<file path="src/rtl/count_sched_if.sv">
// Bundle between the shared-counter scheduler, its requesters and the external up-counter.
interface count_sched_if #(
    parameter int unsigned NREQ = 4,
    parameter int unsigned W    = 8
);
    logic [NREQ-1:0]   req;
    logic [NREQ*W-1:0] len;
    logic [W-1:0]      cnt_val;
    logic              cnt_clr;
    logic              cnt_en;
    logic [NREQ-1:0]   gnt;
    logic [NREQ-1:0]   done;
    logic              busy;

    // Requester / counter side
    modport master (
        output req, len, cnt_val,
        input  cnt_clr, cnt_en, gnt, done, busy
    );

    // Scheduler side
    modport slave (
        input  req, len, cnt_val,
        output cnt_clr, cnt_en, gnt, done, busy
    );
endinterface

</file>
<file path="src/rtl/count_sched.sv">
// Round-robin scheduler granting one shared up-counter to NREQ requesters,
// each run counting from 0 up to the owner's latched terminal length.
module count_sched #(
    parameter int unsigned NREQ = 4,
    parameter int unsigned W    = 8
) (
    input  logic         clk,
    input  logic         reset,
    count_sched_if.slave bus
);
    localparam int unsigned IW = (NREQ > 1) ? $clog2(NREQ) : 1;

    typedef enum logic [1:0] {IDLE, CLEAR, RUN, DONE} state_t;

    state_t            state_q, state_d;
    logic [IW-1:0]     ptr_q, ptr_d;
    logic [W-1:0]      len_q, len_d;
    logic [NREQ-1:0]   gnt_q, gnt_d;
    logic [NREQ-1:0]   done_q, done_d;
    logic              cnt_clr_q, cnt_clr_d;
    logic              busy_q;

    logic              pick_valid_c;
    logic [IW-1:0]     pick_idx_c;
    logic [W-1:0]      pick_len_c;
    logic              owner_req_c;
    logic              at_len_c;

    // Round-robin search starting just after the last granted index
    always_comb begin
        int unsigned idx;
        pick_valid_c = 1'b0;
        pick_idx_c   = ptr_q;
        idx          = 0;
        for (int unsigned k = 1; k <= NREQ; k++) begin
            idx = 32'(ptr_q) + k;
            if (idx >= NREQ) idx = idx - NREQ;
            if (!pick_valid_c && bus.req[IW'(idx)]) begin
                pick_valid_c = 1'b1;
                pick_idx_c   = IW'(idx);
            end
        end
    end

    always_comb begin
        pick_len_c = '0;
        for (int unsigned i = 0; i < NREQ; i++) begin
            if (pick_idx_c == IW'(i)) pick_len_c = bus.len[i*W +: W];
        end
    end

    // ptr_q doubles as the owner index while busy
    assign owner_req_c = bus.req[ptr_q];
    assign at_len_c    = (bus.cnt_val == len_q);

    always_comb begin
        state_d   = state_q;
        ptr_d     = ptr_q;
        len_d     = len_q;
        gnt_d     = gnt_q;
        done_d    = '0;
        cnt_clr_d = 1'b0;
        case (state_q)
            IDLE: begin
                if (pick_valid_c) begin
                    state_d   = CLEAR;
                    ptr_d     = pick_idx_c;
                    len_d     = pick_len_c;
                    gnt_d     = NREQ'(1) << pick_idx_c;
                    cnt_clr_d = 1'b1;
                end
            end
            CLEAR: begin
                if (!owner_req_c) begin
                    state_d = IDLE;
                    gnt_d   = '0;
                end else begin
                    state_d = RUN;
                end
            end
            RUN: begin
                // An abort takes priority over reaching the terminal count
                if (!owner_req_c) begin
                    state_d = IDLE;
                    gnt_d   = '0;
                end else if (at_len_c) begin
                    state_d = DONE;
                    done_d  = gnt_q;
                end
            end
            DONE: begin
                state_d = IDLE;
                gnt_d   = '0;
            end
            default: begin
                state_d = IDLE;
                gnt_d   = '0;
            end
        endcase
    end

    always_ff @(posedge clk or negedge reset) begin
        if (!reset) begin
            state_q   <= IDLE;
            ptr_q     <= IW'(NREQ - 1);
            len_q     <= '0;
            gnt_q     <= '0;
            done_q    <= '0;
            cnt_clr_q <= 1'b0;
            busy_q    <= 1'b0;
        end else begin
            state_q   <= state_d;
            ptr_q     <= ptr_d;
            len_q     <= len_d;
            gnt_q     <= gnt_d;
            done_q    <= done_d;
            cnt_clr_q <= cnt_clr_d;
            busy_q    <= (state_d != IDLE);
        end
    end

    assign bus.cnt_clr = cnt_clr_q;
    assign bus.cnt_en  = (state_q == RUN) && owner_req_c && !at_len_c;
    assign bus.gnt     = gnt_q;
    assign bus.done    = done_q;
    assign bus.busy    = busy_q;
endmodule

</file>
<file path="src/flat_wrapper.sv">
// flat-port wrapper written by rule: the top's interface ports become plain ports
module count_sched_flat 
#(
    parameter int unsigned NREQ = 4,
    parameter int unsigned W    = 8
)
  (clk, reset, bus_req, bus_len, bus_cnt_val, bus_cnt_clr, bus_cnt_en, bus_gnt, bus_done, bus_busy);
  count_sched_if #(.NREQ(NREQ), .W(W)) bus_i ();
  input  logic clk;
  input  logic reset;
  input wire logic [$bits(bus_i.req)-1:0] bus_req;
  input wire logic [$bits(bus_i.len)-1:0] bus_len;
  input wire logic [$bits(bus_i.cnt_val)-1:0] bus_cnt_val;
  output wire logic [$bits(bus_i.cnt_clr)-1:0] bus_cnt_clr;
  output wire logic [$bits(bus_i.cnt_en)-1:0] bus_cnt_en;
  output wire logic [$bits(bus_i.gnt)-1:0] bus_gnt;
  output wire logic [$bits(bus_i.done)-1:0] bus_done;
  output wire logic [$bits(bus_i.busy)-1:0] bus_busy;
  assign bus_i.req = bus_req;
  assign bus_i.len = bus_len;
  assign bus_i.cnt_val = bus_cnt_val;
  assign bus_cnt_clr = bus_i.cnt_clr;
  assign bus_cnt_en = bus_i.cnt_en;
  assign bus_gnt = bus_i.gnt;
  assign bus_done = bus_i.done;
  assign bus_busy = bus_i.busy;
  count_sched #(.NREQ(NREQ), .W(W)) u_core (.clk(clk), .reset(reset), .bus(bus_i));
endmodule
</file>
<file path="config.mk">
export PLATFORM = sky130hd
export DESIGN_NAME = count_sched_flat
export DESIGN_NICKNAME = d
export VERILOG_FILES = /design/src/rtl/count_sched_if.sv /design/src/rtl/count_sched.sv /design/src/flat_wrapper.sv
export SDC_FILE = /design/constraint.sdc
export NUM_CORES = 1
export LEC_CHECK = 0
export CORE_ASPECT_RATIO = 0.5
export CORE_UTILIZATION = 45
export CTS_CLUSTER_DIAMETER = 100
export DETAILED_ROUTE_END_ITERATION = 10
export GPL_TIMING_DRIVEN = 0
export PLACE_DENSITY = 0.81
export SYNTH_ARGS = -nofsm -noshare
export SYNTH_HDL_FRONTEND = slang
export SYNTH_SLANG_ARGS = --single-unit
</file>
<file path="constraint.sdc">
create_clock -name clk -period 3.14 [get_ports clk]
set_clock_uncertainty 0.2 [all_clocks]
set_input_delay 0.471 -clock clk [delete_from_list [all_inputs] [get_ports clk]]
set_output_delay 0.471 -clock clk [all_outputs]
set_load 0.01 [all_outputs]
</file>
==> results.json, run 1 <==
{
  "r2r_slack_ns": 0.83,
  "routed_wl_mm": 3.55,
  "synth_area_sq_mm": 0.00152,
  "critPathKind": "in -> out",
  "min_period_ns": 3.07,
  "relSlewSlack": 0.366,
  "tritoncts": "done",
  "grtUsageTotal": 0.226,
  "syn_to_final_growth_pct": 43.8,
  "max_stage_delay_ns": 0.55,
  "dr.pass1.iters": 7,
  "drc": 2,
  "syn_inst": 149,
  "status": "complete, but fails checks",
  "gp_congestion": 0.767,
  "p_leak_nw": 0.917,
  "final.setup.tns_ns": 0,
  "h-tree-depth": 1,
  "first_global_vias": 1345,
  "hold_depth": 2,
  "synth_top_area_cell": "dfrtp_1",
  "synth_edf_count": 0,
  "hpwl_mm": 2.82,
  "multi_input_area_sq_um": 887,
  "clock-root-buffer": "clkbuf_8",
  "dieArea_sq_mm": 0.00364,
  "synth-seq-cells": 22,
  "place_inst": 245,
  "hold_viol_final": 0,
  "avgSynthCellArea_sq_um": 10.2,
  "rsz0062_at_grt": "false",
  "port_buffers": 56,
  "antenna_found_initial": 0,
  "start_util": 0.489,
  "io_pins": 57,
  "synth.area.top_cells": "dfrtp_1, o311ai_2, a21bo_2",
  "pre_cts_slack_ns": 0.00135,
  "num-nets-final": 260,
  "max_cap_viol_count": 0,
  "cp_data_arrival_time_ns": 2.40,
  "layout-drive-gt1-share": 0.167,
  "netlist.area_leader.share": 0.328,
  "num_rows": 14,
  "vias": 1354,
  "syn_nets": 199,
  "clock_path_buffers": 2,
  "r2r_cells": 6,
  "p_per_area_mw_per_mm2": 779,
  "worstSetupEndpointType": "output pin",
  "grt_max_degree": 23,
  "fp.coreArea_sq_mm": 0.00312,
  "nFillCells": 253,
  "die_y_um": 43.2,
  "crit_path_top_delay_cell": "mux4_2",
  "insertion_delay_ns": 0.27,
  "violations": "design-rule violations",
  "path_common_cell": "clkdlybuf4s50_1",
  "drtAntennaViolNets": 0,
  "hold_buffers": 0,
  "min-delay-path-class": "reg -> reg",
  "synth_commonest_cells": "dfrtp_1, nand2_1, nand4_1",
  "die_w_um": 84.3,
  "wl_per_cell_um": 14.3,
  "cts_buffers": 3,
  "async_reset_ff_frac": 1.00,
  "fin_cells": 249,
  "setup_viol": 0,
  "finalMaxSlewViolations": 0,
  "synth_ff_type": "dfrtp_1",
  "viasPerCell": 5.44,
  "top_usage_layer": "met2",
  "critPathMaxFanout": 7,
  "yosys_warnings": 0,
  "worst_slew_pin_slew_ns": 0.948,
  "drt_iter0_markers": 35,
  "overflow": 0,
  "synth_most_common_cell": "dfrtp_1",
  "ys_seq_area_frac": 0.363,
  "crit_path_cell_trace": "clkdlybuf4s50_1, mux4_2, and2_2, nor2b_1, clkdlybuf4s50_1",
  "path_clk_slew_ns": 0.07,
  "clock_sinks": 22,
  "fin_crit_sh": 0.978,
  "worst_slack_ns": 0.0699,
  "cp.required_ns": 2.47,
  "grtUsageMet1": 0.299,
  "fmax_mhz": 326,
  "peakVddDrop_mv": 0.394,
  "synth_cell_types": 42,
  "met2_usage": 0.385,
  "register_area_sq_um": 553,
  "met3_usage": 0.0486,
  "antenna_cells": 0,
  "grt_pass1_wl_mm": 6.29,
  "startpoint_type": "input pin"
}
[flip-flops by register name, indices dropped and copies added, names as in the netlist]
signal,flops
u_core.bus.busy,1
u_core.bus.cnt_clr,1
u_core.bus.done,4
u_core.bus.gnt,4
u_core.len_q,8
u_core.ptr_q,2
u_core.state_q,2
[stage by stage]
step / area, sq um / power (mW) / utilization / hold WS [ns]
after floorplan: 1520 / 1.22 / - / -0.0246
after global placement: 2130 / 1.47 / 0.685 / 0.286
after detailed placement: 2130 / 1.50 / 0.685 / 0.291
after CTS: 2190 / 1.71 / 0.702 / 0.308
after global routing: 2190 / 1.85 / 0.703 / 0.332
final: 2190 / 1.71 / 0.703 / 0.301
[cell families (layout without fill, tap and decap cells)]
group           Yosys count  count (layout)  synth area share
xor+xnor                  8               8            0.0460
flops                    22              22             0.363
compound gates           42              42             0.251
fa+ha+maj                 4               4            0.0328
simple gates             50              50             0.184
buf+inv                  14              74            0.0534
mux                       9               9            0.0698
[area by class of cell]
class | instances | share of cell area
Buffer | 9 | 0.0285
Sequential cell | 22 | 0.252
Inverter | 5 | 0.00856
Clock buffer | 4 | 0.0251
Multi-Input combinational cell | 113 | 0.405
Tap cell | 40 | 0.0228
Timing Repair Buffer | 56 | 0.258
[cells in the final DEF, fill, tap and decap left out, types with 2 or more instances in the layout]
cell	count
a21bo_2	8
buf_2	2
inv_1	5
mux2i_1	8
o31ai_1	9
nand2_1	16
or2_2	2
dlymetal6s2s_1	2
buf_6	3
a21oi_1	2
o21ai_0	5
nand4_1	10
clkdlybuf4s50_1	54
nor2_1	4
dfstp_2	2
clkbuf_8	4
nor3_1	2
dfrtp_1	20
nand2b_1	4
and3_1	4
nand3_1	2
a22o_1	2
clkbuf_1	2
xnor2_1	8
o311ai_1	2
ha_1	4
o311ai_2	5
[timing repair]
item,CTS,global route
setup buffers,0,0
setup endpoints to repair,0,1
gates resized for setup,0,4
[critical path, delay by kind of cell]
family | cells | cell delay (ns)
buf+inv | 2 | 0.97
mux | 1 | 0.55
simple gates | 2 | 0.40
[power breakdown]
part | internal, mW | switching, mW
sequential | 0.401 | 0.0714
clock | 0.112 | 0.0937
combinational | 0.509 | 0.519
total | 1.02 | 0.684
[path summary, 6_finish.rpt]
check	startpoint	to
setup / recovery	bus_req[3]	bus_cnt_en
hold / removal	u_core.bus.gnt[2]$_DFFE_PN0P_	u_core.bus.gnt[2]$_DFFE_PN0P_
setup reg to reg	u_core.ptr_q[0]$_DFFE_PN1P_	u_core.len_q[0]$_DFFE_PN0P_
hold reg to reg	u_core.bus.gnt[2]$_DFFE_PN0P_	u_core.bus.gnt[2]$_DFFE_PN0P_
max in group asynchronous	reset	u_core.bus.done[2]$_DFF_PN0_
min in group asynchronous	reset	u_core.len_q[0]$_DFFE_PN0P_
[per-layer routing]
layer / part of all wire / vias up
met2: 0.49 / 28
li1: - / 684
met4: 0.0042 / 0
met5: 0 / -
met1: 0.47 / 640
met3: 0.038 / 2
Power figures use the tool's default switching activity.
==> run 2, diff against run 1 <==
- SKIP_LAST_GASP: default -> 1
==> results of run 2 <==
No change in the layout: final DEF, timing and power equal those of run 1.
==> run 3, diff against run 2 <==
- CORE_MARGIN: default -> 8
==> run 3 against run 2 <==
The run now ends clean. Highest routed layer unchanged. Flip-flop and latch count is the same. Combinational power is essentially flat. First-iteration DRC count grew 26%. Design area grew 0.17%. Final cell count grew 0.80%. Hold slack lost 0.00059 ns. Sequential share of layout area is essentially flat.
==> results.json, run 3 (synthesis gave the netlist of run 1 again) <==
{
  "path_clk_slew_ns": 0.07,
  "layout-drive-gt1-share": 0.163,
  "r2r_cells": 6,
  "nFillCells": 281,
  "vias": 1387,
  "io_pins": 57,
  "startpoint_type": "input pin",
  "hold_depth": 2,
  "crit_family": "buffers and inverters",
  "worst_slack_ns": 0.0984,
  "fin_cells": 251,
  "num_rows": 15,
  "hold_viol_final": 0,
  "num-nets-final": 260,
  "wl_per_cell_um": 16.7,
  "drtAntennaViolNets": 0,
  "die_y_um": 57.2,
  "path_buf_inv": 2,
  "first_global_vias": 1450,
  "insertion_delay_ns": 0.27,
  "h-tree-depth": 1,
  "fin_util": 0.657,
  "crit_path_top_delay_cell": "mux4_2",
  "critPathMaxFanout": 7,
  "grtUsageTotal": 0.149,
  "place_inst": 247,
  "antenna_found_initial": 0,
  "cts_buffers": 3,
  "p_int_mw": 1.02,
  "p_per_area_mw_per_mm2": 782,
  "max_cap_viol_count": 0,
  "layout_common_cells": "clkdlybuf4s50_1, dfrtp_1, nand2_1",
  "start_util": 0.456,
  "max_stage_delay_ns": 0.53,
  "worstReg2RegStart": "u_core.ptr_q[0]$_DFFE_PN1P_",
  "peakVddDrop_mv": 0.414,
  "drc": 0,
  "rsz0062_at_grt": "false",
  "hold_buffers": 0,
  "clock-root-buffer": "clkbuf_8",
  "viasPerCell": 5.53,
  "finalMaxSlewViolations": 0,
  "worstSetupEndpointType": "output pin",
  "dieArea_sq_mm": 0.00562,
  "port_buffers": 56,
  "path_common_cell": "clkdlybuf4s50_1",
  "gp_congestion": 0.768,
  "worst_slew_pin_slew_ns": 0.969,
  "die_w_um": 98.3,
  "fmax_mhz": 329,
  "setup_viol": 0,
  "clock_path_buffers": 2,
  "largest_reg_flops": 8,
  "min_period_ns": 3.04,
  "grt_pass1_wl_mm": 6.87,
  "regMostFlops": "u_core.len_q",
  "tritoncts": "done",
  "switching_share": 0.405,
  "cp_data_arrival_time_ns": 2.37,
  "relSlewSlack": 0.352,
  "min_from": "u_core.bus.gnt[0]$_DFFE_PN0P_",
  "fin_crit_sh": 0.969,
  "fp.coreArea_sq_mm": 0.00334,
  "status": "finished clean",
  "critPathKind": "in -> out",
  "syn_to_final_growth_pct": 44.1,
  "r2r-end": "u_core.len_q[6]$_DFFE_PN0P_",
  "layout_commonest_cell": "clkdlybuf4s50_1",
  "clock_sinks": 22,
  "routed_wl_mm": 4.19,
  "drt_iter0_markers": 44,
  "holdPathEnd": "u_core.bus.gnt[0]$_DFFE_PN0P_",
  "antenna_cells": 0,
  "place_area_sq_mm": 0.00214,
  "power.switching_uw": 695,
  "grt_max_degree": 23,
  "p_seq_frac": 0.277,
  "dr.pass1.iters": 4,
  "p_total_mw": 1.72,
  "min-delay-path-class": "reg -> reg",
  "pre_cts_slack_ns": -0.0612,
  "overflow": 0,
  "cp.required_ns": 2.47,
  "p_leak_nw": 0.925,
  "fin_area_sq_mm": 0.00220,
  "p_clk_frac": 0.118,
  "r2r_slack_ns": 0.82,
  "crit_path_cell_trace": "clkdlybuf4s50_1, mux4_2, and2_1, nor2b_1, clkdlybuf4s50_1",
  "power.share.combinational": 0.605,
  "hpwl_mm": 3.31
}
run 3: worst register-to-register path, delay by kind of cell, from the launching register on:
family,cells,cell delay (ns)
AO/OA/AOI/OAI,3,0.98
AND/OR/NAND/NOR,2,0.25
buffers and inverters,1,0.19
flip-flops,1,0.59
run 3: what timing repair did:
action / CTS / global route
setup endpoints to repair: 1 / 1
setup buffers: 0 / 0
resized for setup: 1 / 3
run 3: final cells by class:
class | instances | area [sq um] | area share
inverter | 5 | 18.8 | 0.00855
multi-input combinational | 113 | 886 | 0.403
sequential | 22 | 553 | 0.252
buffer | 9 | 62.6 | 0.0285
tap | 42 | 52.6 | 0.0239
timing repair buffer | 56 | 568 | 0.259
clock buffer | 4 | 55.1 | 0.0251
run 3: how the worst max path moves through the flow:
stage                                            from         end  slack [ns]  cells after the start
after floorplan           u_core.ptr_q[0]$_DFFE_PN1P_  bus_cnt_en        0.97                      3
after global placement                     bus_req[2]  bus_cnt_en        0.01                      5
after detailed placement                   bus_req[2]  bus_cnt_en       -0.06                      5
after CTS                                  bus_req[2]  bus_cnt_en        0.01                      5
after global routing                       bus_req[1]  bus_cnt_en        0.02                      5
final                                      bus_req[1]  bus_cnt_en         0.1                      5
run 3: through the flow:
step | setup TNS, ns | hold WS, ns
floorplan | 0 | -0.0246
global placement | 0 | 0.287
detailed placement | -0.0612 | 0.290
CTS | 0 | 0.308
global route | 0 | 0.337
finish | 0 | 0.301
run 3: power groups by stage:
stage / combinational [mW] / clock (mW) / sequential (mW)
CTS: 1.04 / 0.208 / 0.475
global placement: 1.00 / 0 / 0.474
global route: 1.14 / 0.219 / 0.488
floorplan: 0.744 / 0 / 0.475
detailed placement: 1.03 / 0 / 0.478
finish: 1.04 / 0.203 / 0.475
run 3: metal layers:
metal / global-route usage / part of all wire / wire (um)
met5: 0 / 0 / 0
met4: 0.0540 / 0.015 / 61
met3: 0.0267 / 0.030 / 126
met2: 0.264 / 0.51 / 2130
met1: 0.178 / 0.45 / 1870
